### config.mk
export PLATFORM = sky130hd
export DESIGN_NAME = seq_detect_param
export DESIGN_NICKNAME = d
export VERILOG_FILES = /design/src/rtl/seq_detect_param.sv
export SDC_FILE = /design/constraint.sdc
export NUM_CORES = 1
export LEC_CHECK = 0
export CAP_MARGIN = 0
export CORE_UTILIZATION = 40
export DETAILED_ROUTE_END_ITERATION = 12
export PLACE_DENSITY = 0.78
export SYNTH_ARGS = -nofsm -noshare
export SYNTH_HDL_FRONTEND = slang
export SYNTH_SLANG_ARGS = --single-unit
export TNS_END_PERCENT = 100
### constraint.sdc
create_clock -name clk -period 1.6 [get_ports clk]
set_input_delay 0.16 -clock clk [delete_from_list [all_inputs] [get_ports clk]]
set_output_delay 0.16 -clock clk [all_outputs]
set_load 0.005 [all_outputs]
### src/rtl/seq_detect_param.sv
// Parameterised serial pattern detector with KMP failure transitions.
// Mealy or Moore match output, optional overlap, saturating match counter.
module seq_detect_param #(
    parameter int              LEN     = 4,
    parameter logic [LEN-1:0]  PATTERN = 4'b1011,
    parameter int              OVERLAP = 1,
    parameter int              MOORE   = 0,
    parameter int              CNT_W   = 8,
    localparam int             SW      = $clog2(LEN + 1)
) (
    input  logic             clk,
    input  logic             reset,
    input  logic             en,
    input  logic             din,
    input  logic             clr,
    output logic             match,
    output logic [SW-1:0]    progress,
    output logic [CNT_W-1:0] count,
    output logic             sat
);

    localparam int TW = 2 * LEN * SW;

    // Serial-order pattern bit: index 0 is the first bit received.
    function automatic logic pat_bit(input int i);
        logic [LEN-1:0] t;
        t = PATTERN >> (LEN - 1 - i);
        return t[0];
    endfunction

    // Longest prefix of PATTERN that ends the string pattern[0..k-1],b.
    function automatic int step_of(input int k, input logic b);
        int   best;
        logic ok;
        logic s;
        best = 0;
        for (int j = 1; j <= k + 1; j++) begin
            ok = 1'b1;
            for (int i = 0; i < j; i++) begin
                s = (k + 1 - j + i < k) ? pat_bit(k + 1 - j + i) : b;
                if (s != pat_bit(i))
                    ok = 1'b0;
            end
            if (ok)
                best = j;
        end
        return best;
    endfunction

    // State entered after a complete match.
    function automatic int post_of();
        int   best;
        logic ok;
        best = 0;
        if (OVERLAP != 0) begin
            for (int j = 1; j < LEN; j++) begin
                ok = 1'b1;
                for (int i = 0; i < j; i++) begin
                    if (pat_bit(LEN - j + i) != pat_bit(i))
                        ok = 1'b0;
                end
                if (ok)
                    best = j;
            end
        end
        return best;
    endfunction

    localparam int POST = post_of();

    // Packed next-state table, entry (2*k + din) holds the successor of k.
    function automatic logic [TW-1:0] build_tbl();
        logic [TW-1:0] t;
        int            v;
        t = '0;
        for (int k = 0; k < LEN; k++) begin
            for (int b = 0; b < 2; b++) begin
                v = step_of(k, b != 0);
                if (v == LEN && MOORE == 0)
                    v = POST;
                t[(2 * k + b) * SW +: SW] = SW'(v);
            end
        end
        return t;
    endfunction

    localparam logic [TW-1:0] NXT    = build_tbl();
    localparam logic [SW-1:0] S_LAST = SW'(LEN - 1);
    localparam logic [SW-1:0] S_FULL = SW'(LEN);
    localparam logic [SW-1:0] S_POST = SW'(POST);

    logic [SW-1:0]    r_state;
    logic [SW-1:0]    w_next;
    logic [SW-1:0]    w_src;
    logic [TW-1:0]    w_sh;
    logic             w_full;
    logic             w_sat;
    logic [CNT_W-1:0] r_count;

    // State register; reset drops any partial progress.
    always_ff @(posedge clk or posedge reset) begin
        if (reset)
            r_state <= '0;
        else
            r_state <= w_next;
    end

    // Next state via the elaborated table; Moore full state acts as POST.
    always_comb begin
        w_src  = r_state;
        w_next = r_state;
        w_full = 1'b0;
        w_sh   = '0;
        if (MOORE != 0 && r_state == S_FULL)
            w_src = S_POST;
        if (en) begin
            w_full = (w_src == S_LAST) && (din == PATTERN[0]);
            w_sh   = NXT >> (SW * int'({w_src, din}));
            w_next = w_sh[SW-1:0];
        end
    end

    // Saturating match counter; clear wins over a same-edge match.
    always_ff @(posedge clk or posedge reset) begin
        if (reset)
            r_count <= '0;
        else if (clr)
            r_count <= '0;
        else if (w_full && !w_sat)
            r_count <= r_count + 1'b1;
    end

    assign w_sat    = &r_count;
    assign sat      = w_sat;
    assign count    = r_count;
    assign progress = r_state;
    assign match    = ~reset & ((MOORE != 0) ? (r_state == S_FULL) : w_full);

endmodule

* Word-level counts from Yosys, hierarchy flattened
Cells that the tools add are included.
** Storage, ports and cells
- Memories :: 0
- Register bits after elaboration :: 11
- Word-level logic and storage cells :: 16
- Memory bits (writable) :: 0
- Bits in latches :: 0
- Output and inout port bits :: 13
- Memory bits (read-only) :: 0
- Input bits :: 5
** Cells by class
- Reductions and logical operators :: 5
- Shift-type cells :: 1
- Divide/modulo/power cells :: 0
- Magnitude comparators :: 0
- Muxes and demuxes :: 3
- Equality and inequality tests :: 1
- $add $sub $neg :: 1
- Bitwise logic cells :: 2
- $mul :: 1
** Operators with widths (count)
- right shift 22 x 6 -> 3 bit (first input constant) :: 1
- 2-to-1 mux 8 bit :: 2
- adder 8 x 1 -> 8 bit (second input constant) :: 1
- AND reduction 8 bit :: 1
- multiplier 2 x 4 -> 6 bit (first input constant) :: 1
- equality test 3 x 2 -> 1 bit (second input constant) :: 1
- logical AND 1 bit :: 2
- nonzero test 2 bit :: 1
- bitwise AND 1 bit :: 1
- zero test 1 bit :: 1
- 2-to-1 mux 1 bit :: 1
- NOT 1 bit :: 1

* Logic depth before layout (Yosys ltp)
Gate-level depths: netlist (run 1).
- Depth after elaboration :: 6
- Depth in mapped cells :: 5
- Gate-level depth less buffers :: 5

* Worst setup path before layout (run 1)
No wires, ideal clock.
- Path type :: register -> register
- Start :: register r_count[0], in the netlist count[0]
- End :: register r_count[5], in the netlist count[5]
- Library setup time :: 0.128 ns
- Path buffers :: 0
- Clock period less this slack :: 1.526 ns
- Arrival :: 1.397 ns
- Stages on the path, launching flop included :: 6
- Data required time :: 1.472 ns
- Slack :: 0.074 ns
- Cells stage by stage :: dfrtp_1 ha_1 and3_1 a2111oi_4 xnor2_1 nor2_1
** On the way
- Word-level cells in the longest chain between the ends :: 4
- Elaborated cells on any way between the ends :: 7
- Classes of those cells :: 1 x add/sub; 2 x mux; 4 x reduce/logical
** RTL lines
- start: declaration :: RTL line 98 : logic [CNT_W-1:0] r_count;
- start signal: assignment :: RTL line 130 : r_count <= r_count + 1'b1;
- branches (longest 4 deep; another with adder 8 x 1 -> 8 bit)
Parallel ways; which one is timed is not known. The select of a mux whose other input is x is not followed.
A chain may end at the register's enable or synchronous reset.

* Worst setup path in the final report (run 1)
- Start :: register r_count[1], in the netlist count[1]
- End :: register r_count[5], in the netlist count[5]
Same word-level chain as after synthesis.

==> results of run 1 <==
[layout make-up]
| cell class | instances | area, sq um |
|---|---|---|
| fillers | 91 | 379 |
| multi-input cells | 39 | 335 |
| repair buffers | 34 | 294 |
| flip-flops and latches | 10 | 251 |
| clock buffers | 4 | 36.3 |
| inverters | 5 | 18.8 |
| well taps | 15 | 18.8 |
[flip-flops by register name, indices dropped and copies added (netlist names)]
signal,count
count,8
progress,2
[critical path: cells and delay by family, from the launching register on]
kind | cells | cell delay [ns]
AO/OA/AOI/OAI | 1 | 0.36
XOR/XNOR | 1 | 0.15
adder cells (fa/ha/maj) | 1 | 0.19
buffers and inverters | 1 | 0.15
flip-flops | 1 | 0.39
AND/OR/NAND/NOR | 2 | 0.20
[cells in the mapped netlist]
cell,instances
dfrtp_1,10
mux2_2,1
a21oi_1,3
and4_2,1
mux2i_1,2
nor2_1,7
a2111oi_4,2
a211oi_1,1
buf_1,1
inv_1,5
a21o_2,1
buf_4,1
or4_1,1
conb_1,1
o21ai_0,2
nand4_4,1
nand2_1,2
ha_1,2
nor4_1,1
a31oi_1,1
xnor2_1,3
o31ai_1,1
or3_1,1
and3_1,1
nand3_1,2
and2_1,1
xor2_1,1
[power breakdown]
group          switching, mW  total, mW  internal (mW)
logic                 0.0621      0.164          0.102
registers             0.0178      0.288          0.270
clock network         0.0865      0.225          0.138
total                  0.166      0.677          0.511
[routing by layer]
layer | up-vias | global-route usage, %
met4 | 0 | 7.50
met3 | 0 | 10.0
li1 | 271 | -
met2 | 19 | 39.7
met5 | - | 0
met1 | 269 | 25.6
[cell families (layout without fill, tap and decap cells)]
kind of cell	count (synthesis)	after routing	share of synthesized area, %
adders and majority gates	2	2	4.22
and+or+nand+nor	18	18	18.1
other	1	1	0.632
buffers and inverters	7	43	5.06
DFF	10	10	42.2
xor gates and xnor gates	4	4	5.91
muxes	3	3	5.27
AOI/OAI and AO/OA	11	11	18.6
[through the flow]
step	hold slack, ns	std cells
2_1_floorplan	0.000178	56
3_3_place_gp	0.508	94
5_1_grt	0.271	107
3_5_place_dp	0.511	94
6_report	0.255	107
4_1_cts	0.245	105
[how the worst max path moves through the flow]
stage	startpoint	end	slack, ns
CTS	progress[1]$_DFFE_PP0P_	match	0.008
global route	count[1]$_DFFE_PP0P_	sat	-0.0006
global placement	en	count[5]$_DFFE_PP0P_	-0.07
detailed placement	en	count[5]$_DFFE_PP0P_	-0.09
floorplan	count[0]$_DFFE_PP0P_	count[5]$_DFFE_PP0P_	0.07
finish	count[1]$_DFFE_PP0P_	count[5]$_DFFE_PP0P_	0.04
[what timing repair did]
action,in CTS,in global routing
buffers inserted,7,2
endpoints found under the setup margin,2,4
pin swaps,2,1
gates resized for setup,9,3
==> impl_metrics.ini, run 1 <==
[outcome]
status = finished clean

[clock_tree]
cts_max_path_buffers = 2
htreeDepth = 1
cts_made_buffers = 3
cts_hold_buf = 0
clock_latency_ns = 0.26
cts.clk_slew.worst_paths_ns = 0.07
cts.sinks = 10
root_buffer = clkbuf_4
tritoncts = built

[drt]
dr.pass1.iters = 7
drc = 0
via_per_inst = 5.22
wl_met2_microns = 786
wl_met1_microns = 578
vias = 559
wire_per_inst_microns = 13.4
routed_wl_microns = 1430
maxUsedRoutingLayer = met3
final_antenna_net_count = 0
dr_wl_met3_microns = 69
drt_iter0_markers = 25

[grt]
grt_usage_pct = 23.2
antenna_found_initial = 0
grt_max_degree = 11
overflow = 0
grt_pass1_vias = 522
grt_pass1_wl_microns = 2350

[critical_path]
crit_fanout = 3
crit_arrival_ns = 1.70
crit_path_cell_trace = ha_2 -> and3_4 -> buf_4 -> a2111oi_4 -> xnor2_1 -> nor2_1
worstReg2RegEnd = count[5]$_DFFE_PP0P_
r2r_cells = 6
r2r-start = count[1]$_DFFE_PP0P_
cp-end-kind = flip-flop
critPathMaxStageDelay_ns = 0.39
rrSetupSlack_ns = 0.04
cp-start-kind = flip-flop
crit_type = reg -> reg
critical-path-slowest-cell = dfrtp_1
critical_path_required_ns = 1.74

[yosys]
ys_warn_count = 0
synth_area_sq_um = 593
synth_nets = 63
yosysSeqAreaShare_pct = 42.2
synth.area.top_cells = dfrtp_1 42%, a2111oi_4 9.3%, nor2_1 4.4%
yosysTopAreaCell = dfrtp_1
synthCells = 56
ys_types = 27
avgSynthCellArea_sq_um = 10.6
synth_top_area_share_pct = 42.2
synth.ff_latch_count = 10

[sta]
final.setup.worst_slack_ns = 0.0434
final_max_slew_viol_count = 0
period_share_pct = 97.3
timing_hold_violations_final = 0
fin_crit_ns = 1.56
fmax_mhz = 642
finalSetupTns_ns = 0
fin_worst_skew_ns = 0.00220
setup_violations = 0
rsz0062_at_grt = true

[placement]
gp_congestion = 0.783
io_buffer_count = 16
placed_area_sq_um = 828
dp_hpwl_microns = 1060
pre_cts_slack_ns = -0.0856

[floorplanning]
die_y_microns = 40.5
die_w_microns = 40.5
initial_core_util_pct = 44.5
core-area_sq_mm = 0.00133
rows = 13
io_pins = 18
die_area_sq_mm = 0.00164

[finish]
area_delta_synth_final_pct = 61.0
antennaDiodeCount = 0
final_util_pct = 71.6
final_common_cell = buf_4
layout_common_cells = 18 x buf_4, 12 x clkdlybuf4s50_1, 9 x dfrtp_1, 6 x nor2_1, 5 x inv_1
fin_nets = 100
final_layout_size_suffix_gt1_share_pct = 35.9
finalInstanceArea_sq_um = 955

[power]
p_per_area_mw_per_mm2 = 709
ir_drop_v = 0.000723
total_power_uw = 677
p_leak_nw = 0.424

[run]
maxCapViolCount = 0

[worst_hold_path]
hold_path.class = in -> async
No activity file was read; power rests on OpenSTA's default activity.
==> run 2, diff against run 1 <==
--- a/config.mk
+++ b/config.mk
@@ -8,6 +8,7 @@
 export CAP_MARGIN = 0
 export CORE_UTILIZATION = 40
 export DETAILED_ROUTE_END_ITERATION = 12
+export HOLD_SLACK_MARGIN = 0.02
 export PLACE_DENSITY = 0.78
 export SYNTH_ARGS = -nofsm -noshare
 export SYNTH_HDL_FRONTEND = slang
==> results of run 2 <==
Same layout as run 1: the final DEF is identical, and so are final timing and power.
